$ cat src/rtl/cart_save_ctrl.sv
// SD-card block sequencer for a cartridge save image: load on mount, per-sector dirty tracking, write-back.
// Optional CART_SAVE_WDOG_EN adds a request watchdog and a sticky err output.
module cart_save_ctrl #(
  parameter int SECTORS      = 4,
  parameter int IDLE_TIMEOUT = 3200000,
  localparam int SW = (SECTORS > 1) ? $clog2(SECTORS) : 1,
  localparam int AW = 9 + $clog2(SECTORS)
) (
  input  logic          clk32,
  input  logic          reset,
  input  logic          img_mounted,
  input  logic          img_valid,
  input  logic          img_readonly,
  input  logic          autosave,
  input  logic          save_req,
  input  logic          dirty_wr,
  input  logic [AW-1:0] dirty_addr,
  output logic [31:0]   sd_lba,
  output logic          sd_rd,
  output logic          sd_wr,
  input  logic          sd_ack,
  input  logic [8:0]    sd_buff_addr,
  input  logic [7:0]    sd_buff_dout,
  input  logic          sd_buff_wr,
  output logic [7:0]    sd_buff_din,
  output logic [AW-1:0] mem_addr,
  output logic          mem_we,
  output logic [7:0]    mem_wdata,
  input  logic [7:0]    mem_rdata,
  output logic          busy,
`ifdef CART_SAVE_WDOG_EN
  output logic          err,
`endif
  output logic          loaded
);

  typedef enum logic [2:0] {IDLE, LOAD_REQ, LOAD_XFER, SAVE_SCAN, SAVE_REQ, SAVE_XFER} state_t;

  localparam logic [23:0]   TO   = 24'(IDLE_TIMEOUT);
  localparam logic [SW-1:0] LAST = SW'(SECTORS - 1);

  state_t              state, state_n;
  logic [SW-1:0]       sector, sector_n, low_dirty, wsec;
  logic [SECTORS-1:0]  dirty, dset, dclr;
  logic                ro, valid, new_ro, new_valid, loaded_q;
  logic                mount_pend, save_pend;
  logic [23:0]         idle_cnt;
  logic                restart, skip_load, load_done, ack_clr, take_save;
  logic                mount_any, any_dirty, save_go;
  logic [SW+8:0]       addr_cat;
  logic                unused_bits;
`ifdef CART_SAVE_WDOG_EN
  logic [19:0]         wd;
  logic                wd_fire;
`endif

  generate
    if (SECTORS > 1) begin : g_wsec
      assign wsec = dirty_addr[AW-1:9];
    end else begin : g_wsec1
      assign wsec = '0;
    end
  endgenerate
  assign unused_bits = ^dirty_addr[8:0];

  assign mount_any = img_mounted | mount_pend;
  assign any_dirty = |dirty;
  assign save_go   = !ro && loaded_q && any_dirty &&
                     (save_req || save_pend || (autosave && idle_cnt == TO));

  always_comb begin
    low_dirty = '0;
    for (int i = SECTORS - 1; i >= 0; i--)
      if (dirty[i]) low_dirty = SW'(i);
  end

  always_comb begin
    dset = '0;
    dclr = '0;
    if (dirty_wr && loaded_q && int'(wsec) < SECTORS) dset[wsec] = 1'b1;
    if (ack_clr) dclr[sector] = 1'b1;
  end

  always_comb begin
    state_n   = state;
    sector_n  = sector;
    restart   = 1'b0;
    skip_load = 1'b0;
    load_done = 1'b0;
    ack_clr   = 1'b0;
    take_save = 1'b0;
`ifdef CART_SAVE_WDOG_EN
    wd_fire   = 1'b0;
`endif
    case (state)
      IDLE:
        if (mount_any) begin
          state_n = LOAD_REQ; sector_n = '0; restart = 1'b1;
        end else if (save_go) begin
          state_n = SAVE_SCAN; take_save = 1'b1;
        end
      LOAD_REQ:
        if (!valid) begin
          skip_load = 1'b1; state_n = IDLE;
        end else if (sd_ack) state_n = LOAD_XFER;
`ifdef CART_SAVE_WDOG_EN
        else if (wd == '1) begin wd_fire = 1'b1; state_n = IDLE; end
`endif
      LOAD_XFER:
        if (!sd_ack) begin
          if (mount_any) begin
            state_n = LOAD_REQ; sector_n = '0; restart = 1'b1;
          end else if (sector == LAST) begin
            load_done = 1'b1; state_n = IDLE;
          end else begin
            sector_n = sector + 1'b1; state_n = LOAD_REQ;
          end
        end
      SAVE_SCAN:
        if (mount_any) begin
          state_n = LOAD_REQ; sector_n = '0; restart = 1'b1;
        end else if (!any_dirty) state_n = IDLE;
        else begin
          sector_n = low_dirty; state_n = SAVE_REQ;
        end
      SAVE_REQ:
        if (sd_ack) begin
          ack_clr = 1'b1; state_n = SAVE_XFER;
        end
`ifdef CART_SAVE_WDOG_EN
        else if (wd == '1) begin wd_fire = 1'b1; state_n = IDLE; end
`endif
      SAVE_XFER:
        if (!sd_ack) begin
          if (mount_any) begin
            state_n = LOAD_REQ; sector_n = '0; restart = 1'b1;
          end else state_n = SAVE_SCAN;
        end
      default: state_n = IDLE;
    endcase
  end

  // ro/valid only change when a load (re)starts, so an in-flight request never sees them flip
  always_ff @(posedge clk32 or posedge reset) begin
    if (reset) begin
      state      <= IDLE;
      sector     <= '0;
      dirty      <= '0;
      ro         <= 1'b0;
      valid      <= 1'b0;
      new_ro     <= 1'b0;
      new_valid  <= 1'b0;
      loaded_q   <= 1'b0;
      mount_pend <= 1'b0;
      save_pend  <= 1'b0;
      idle_cnt   <= '0;
    end else begin
      state  <= state_n;
      sector <= sector_n;
      if (img_mounted) begin
        new_ro    <= img_readonly;
        new_valid <= img_valid;
      end
      if (restart) begin
        ro    <= img_mounted ? img_readonly : new_ro;
        valid <= img_mounted ? img_valid    : new_valid;
      end
      mount_pend <= !restart && mount_any;
      if (img_mounted)                 loaded_q <= 1'b0;
      else if (skip_load || load_done) loaded_q <= 1'b1;
      if (skip_load)      dirty <= '1;
      else if (load_done) dirty <= '0;
      else                dirty <= (dirty & ~dclr) | dset;
      if (take_save || restart) save_pend <= 1'b0;
      else if (save_req)        save_pend <= 1'b1;
      else if (state == IDLE)   save_pend <= 1'b0;
      if (dirty_wr)          idle_cnt <= '0;
      else if (idle_cnt != TO) idle_cnt <= idle_cnt + 1'b1;
    end
  end

`ifdef CART_SAVE_WDOG_EN
  always_ff @(posedge clk32 or posedge reset) begin
    if (reset) begin
      wd  <= '0;
      err <= 1'b0;
    end else begin
      wd <= (((state == LOAD_REQ) && valid) || state == SAVE_REQ) && !sd_ack ? wd + 1'b1 : '0;
      if (img_mounted)  err <= 1'b0;
      else if (wd_fire) err <= 1'b1;
    end
  end
`endif

  assign addr_cat    = {sector, sd_buff_addr};
  assign sd_rd       = (state == LOAD_REQ) && valid;
  assign sd_wr       = (state == SAVE_REQ);
  assign sd_lba      = (state == LOAD_REQ || state == LOAD_XFER ||
                        state == SAVE_REQ || state == SAVE_XFER) ? 32'(sector) : '0;
  assign mem_addr    = (state == IDLE) ? '0 : addr_cat[AW-1:0];
  assign mem_we      = (state == LOAD_XFER) && sd_ack && sd_buff_wr;
  assign mem_wdata   = sd_buff_dout;
  assign sd_buff_din = mem_rdata;
  assign busy        = (state != IDLE);
  assign loaded      = loaded_q;

endmodule

$ cat config.mk
export PLATFORM = sky130hd
export DESIGN_NAME = cart_save_ctrl
export DESIGN_NICKNAME = d
export VERILOG_FILES = /design/src/rtl/cart_save_ctrl.sv
export SDC_FILE = /design/constraint.sdc
export NUM_CORES = 1
export LEC_CHECK = 0
export BUFFER_PORTS_ARGS = -buffer_cell sky130_fd_sc_hd__buf_2
export CAP_MARGIN = 20
export CORE_ASPECT_RATIO = 2
export CORE_MARGIN = 5
export CORE_UTILIZATION = 37
export DETAILED_ROUTE_END_ITERATION = 16
export GPL_TIMING_DRIVEN = 0
export HOLD_SLACK_MARGIN = 0.06
export PLACE_DENSITY = 0.63
export SLEW_MARGIN = 40
export SYNTH_ARGS = -nofsm -noshare
export SYNTH_HDL_FRONTEND = slang
export SYNTH_SLANG_ARGS = --single-unit
$ cat constraint.sdc
create_clock -name clk32 -period 2.13 [get_ports clk32]
set_clock_uncertainty 0.1 [all_clocks]
set_input_delay 0.426 -clock clk32 [delete_from_list [all_inputs] [get_ports clk32]]
set_output_delay 0.426 -clock clk32 [all_outputs]
set_load 0.01 [all_outputs]
==> Yosys cells after proc, flatten, opt, wreduce, memory -nomap -nowiden <==
Cells that the tools add are included.
{ "classes": {"n_addsub": 2, "n_lt_le_gt_ge": 4, "n_eq_ne": 15, "reduce_logical": 31, "n_mux": 58, "bitwise": 4} }
{ "ops": {"columns": ["cell", "count"], "rows": [
  ["$mux W24", 2],
  ["$mux W3", 9],
  ["$mux W2", 13],
  ["$add A24 B1 Y24 const B", 1],
  ["$eq A24 B22 Y1 const B", 1],
  ["$mux W1", 24],
  ["$ne A24 B22 Y1 const B", 1],
  ["$pmux W3 S6", 1],
  ["$mux W4", 4],
  ["$ne A3 B3 Y1 const B", 4],
  ["$logic_and A1 B1 Y1", 11],
  ["$mux W11", 1],
  ["$reduce_and A5 Y1", 2],
  ["$pmux W2 S4", 1],
  ["$logic_or A1 B1 Y1", 7],
  ["$eq A3 B2 Y1 const B", 2],
  ["$eq A3 B3 Y1 const B", 2],
  ["$lt A2 B3 Y1 const B", 2],
  ["$reduce_bool A3 Y1", 2],
  ["$and A4 B4 Y4", 1],
  ["$demux W1 S2", 2],
  ["$ge A2 B1 Y1 const B", 2],
  ["$ne A2 B2 Y1 const B", 2],
  ["$not A4 Y4", 1],
  ["13 further kinds", 16]
]} }
{ "totals": {"reg_bits": 40, "out_inout_bits": 64} }

==> Depth between registers and ports, before layout <==
{ "logic_depth": {"ltp_word": 10, "depth_mapped": 7} }

==> Worst setup path after synthesis <==
No wires, ideal clock.
{ "synth_path": {"path_kind": "register -> output", "start": "register state[1]", "end": "output port mem_addr[0]", "n_path_buf": 1, "arrival_ns": 1.445, "path_slack_ns": 0.159, "required_time_ns": 1.604, "path_stages_with_launch": 5, "cell_sequence": "dfrtp_1 -> nor3_1 -> inv_1 -> clkbuf_1 -> and2_1"} }
{ "synth_via": {"elab_chain_len": 2} }
{ "synth_rtl": {"columns": ["element", "line", "rtl"], "rows": [
  ["start, declared", "42", "state_t state, state_n;"],
  ["start signal, assigned", "158", "state <= state_n;"],
  ["$logic_not A3 Y1", "200", "assign mem_addr = (state == IDLE) ? '0 : addr_cat[AW-1:0];"],
  ["$mux W11", "200", null],
  ["end, declared", "26", "output logic [AW-1:0] mem_addr,"]
]} }
Every way passes these cells.

==> Worst setup path in the final report <==
{ "layout_path": {"start": "register state[1]", "end": "output port mem_addr[4]"} }
The elaborated chain is that of the path after synthesis.

==> results_dict.tcl <==
set metrics [dict create \
    status "finished, final reports clean" \
    num_rows 44 \
    async_reset_ff_share_pct 100 \
    crit_chain "nor3_4, inv_1, and2_1, buf_2" \
    hold_ws_ns 0.0744 \
    fin_crit_sh_pct 95.8 \
    dieHeight_um 132 \
    grt_pass1_vias 2469 \
    switching_share_pct 35.4 \
    syn_area_um2 2760 \
    syn_to_final_growth_pct 26.3 \
    ys.flop_type "dfrtp_1" \
    yosysWarnings 0 \
    p_int_mw 1.85 \
    drv_slew 0 \
    coreArea_um2 7270 \
    path_buf_inv 2 \
    postSynthCellCount 314 \
    cp.required_ns 1.60 \
    worstPathArrival_ns 1.52 \
    cts_buffer_depth 2 \
    antenna_left 0 \
    io_pins 110 \
    crit_start "state[1]" \
    antenna_cells 0 \
    finalWirelength_um 6950 \
    finalCriticalPeriod_ns 2.04 \
    fillers 737 \
    cts_buffers 5 \
    slew_headroom_pct 59.3 \
    fmax_mhz 490 \
    crit_path_top_delay_cell "dfrtp_2" \
    die_area_um2 9390 \
    gp_congestion 0.857 \
    multiInputGateArea_um2 1440 \
    num_vias 2405 \
    clkTransAtPathRegs_ns 0.06 \
    crit_type "reg -> out" \
    cts_tree "yes" \
    startpoint_type "register" \
    setup_viol 0 \
    grt.overflow.total 0 \
    start_util_pct 38.0 \
    ys_ff_latch 40 \
    drv_cap 0 \
    firstDrtPassIters 4 \
    path_max_fanout 12 \
    power.density_nw_per_um2 820 \
    clock_power_share_pct 30.1 \
    drive_gt1_share_pct 34.7 \
    die_x_um 71.1 \
    grt_max_degree 41 \
    ff_latch_area_um2 1000 \
    r2r_cells 6 \
    crit_path_end_kind "output pin" \
    p_leak_nw 1.64 \
    finalSetupTns_ns 0 \
    htree_levels 2 \
    antenna_found_initial 0 \
    avgSynthCellArea_um2 8.79 \
    post-dp-hpwl_um 5460 \
    ys_seq_area_share_pct 36.3 \
    grt_pass1_wl_um 11300 \
    hp-class "in -> async" \
    worst_pin_slew_ns 0.606 \
    clkLatencyLatePin_ns 0.28 \
    ys_types 51 \
    cts-root-buf "clkbuf_16" \
    power_frac_seq_pct 33.6 \
    switchingPower_mw 1.01 \
    synth_edf_count 0 \
    critPathTopFamily "flip-flops" \
    cts_sinks 40 \
    r2r-start "state[0]" \
    viasPerCell 4.83 \
    port_buffers 53 \
    grt_usage_pct 14.8 \
    combPwrFrac_pct 36.3 \
    drcViolationCount 0 \
    cp_num_cells 4 \
    fin_nets 457 \
    hold_viol_final 0 \
    wl_per_cell_um 14.0 \
    drt_iter0_drc 80 \
    ir_worst_vdd_mv 0.638 \
    rsz0062_at_grt "yes" \
    max_stage_delay_ns 0.48 \
]
[Yosys cell counts, types with 3 or more instances]
| cell type | instances | area [um2] |
|---|---|---|
| nand4_1 | 5 | 31.3 |
| nor2_1 | 31 | 116 |
| ha_1 | 6 | 75.1 |
| dfrtp_1 | 40 | 1000 |
| and2_1 | 12 | 75.1 |
| nand3_1 | 7 | 35.0 |
| clkbuf_1 | 4 | 15.0 |
| nor4_1 | 4 | 25.0 |
| buf_4 | 48 | 360 |
| buf_2 | 3 | 15.0 |
| xor2_1 | 3 | 26.3 |
| mux2_2 | 4 | 45.0 |
| nor3b_1 | 4 | 30.0 |
| or2_2 | 3 | 18.8 |
| o21ai_0 | 14 | 70.1 |
| a21oi_1 | 15 | 75.1 |
| nand2_1 | 17 | 63.8 |
| nor4_4 | 3 | 63.8 |
| or3_1 | 8 | 50.1 |
| nand2b_1 | 4 | 25.0 |
| inv_1 | 17 | 63.8 |
| xnor2_1 | 13 | 114 |
| nor3_1 | 14 | 70.1 |
[sequential cells by signal, summed over array words and instances (netlist names)]
signal	count
idle_cnt	24
state	3
sector	2
save_pend	1
dirty	4
new_ro	1
mount_pend	1
loaded	1
ro	1
new_valid	1
valid	1
[layer usage]
layer	wire length, um	vias up	track usage, %
met5	0	-	0
met2	3970	94	28.5
met3	313	15	2.52
met4	163	0	5.54
li1	-	1175	-
met1	2500	1121	15.2
[metrics by stage]
stage / power, mW / setup WS [ns] / utilization (%) / instances / area (um2)
after floorplan: 1.60 / 0.159 / - / 343 / 2870
after global placement: 1.90 / -0.335 / 44.7 / 488 / 3250
after detailed placement: 1.92 / -0.366 / 44.7 / 488 / 3250
after CTS: 2.85 / 0.0152 / 47.5 / 497 / 3450
after global routing: 3.02 / -0.0103 / 48.0 / 498 / 3480
final: 2.86 / 0.0886 / 48.0 / 498 / 3480
[power by group through the flow]
| stage | registers (mW) | logic, mW | clock network, mW |
|---|---|---|---|
| final | 0.959 | 1.04 | 0.861 |
| after global routing | 0.970 | 1.13 | 0.912 |
| after CTS | 0.957 | 1.02 | 0.874 |
| after detailed placement | 0.958 | 0.960 | 0 |
| after global placement | 0.956 | 0.947 | 0 |
| after floorplan | 0.925 | 0.678 | 0 |
[kinds of logic (layout without fill, tap and decap cells)]
group / after synthesis / after routing / synth area share (%)
buffers and inverters: 74 / 137 / 17.3
adder cells (fa/ha/maj): 6 / 6 / 2.72
XOR/XNOR: 16 / 16 / 5.08
AND/OR/NAND/NOR: 127 / 127 / 26.6
AO/OA/AOI/OAI: 45 / 45 / 9.93
multiplexers: 5 / 5 / 2.00
other: 1 / 30 / 0.136
flip-flops: 40 / 40 / 36.3
[final timing paths]
path	endpoint	slack, ns
min in group clk32	loaded	0.28
hold reg to reg	new_valid	0.40
max in group asynchronous	state[1]	1.47
setup / recovery	mem_addr[4]	0.09
hold / removal	dirty[1]	0.07
setup reg to reg	sector[0]	0.10
[cell usage in the layout (no fill, tap or decap), types with 5 or more instances in the layout]
master,count
buf_2,57
buf_4,51
dfrtp_1,39
nor2_1,30
conb_1,30
nand2_1,17
inv_1,16
o21ai_0,14
a21oi_1,14
xnor2_1,13
nor3_1,13
and2_1,12
or3_1,8
nand3_1,7
ha_1,6
nand4_1,5
clkbuf_16,5
[cell type report]
| class | instances | area share, % |
|---|---|---|
| Clock inverter | 3 | 1.22 |
| Clock buffer | 5 | 3.59 |
| Multi-Input combinational cell | 229 | 41.2 |
| Inverter | 17 | 1.90 |
| Timing Repair Buffer | 56 | 8.26 |
| Tap cell | 92 | 3.30 |
| Buffer | 56 | 11.8 |
| Sequential cell | 40 | 28.8 |
[what timing repair did]
action                                  in CTS  in global routing
hold buffers                                 0                  0
gates resized for setup                      6                  7
buffers inserted                             2                  1
gates cloned                                 0                  0
endpoints found under the setup margin      17                 10
pin swaps                                    2                  2
[worst register-to-register path, stage by stage, from the launching register on]
cell and delay [ns]:
dfrtp_1 0.43, buf_2 0.20, nor2_1 0.23, a21oi_1 0.07, o22a_1 0.29, or4b_1 0.53, o21ai_0 0.09
No activity file was read; power rests on OpenSTA's default activity.
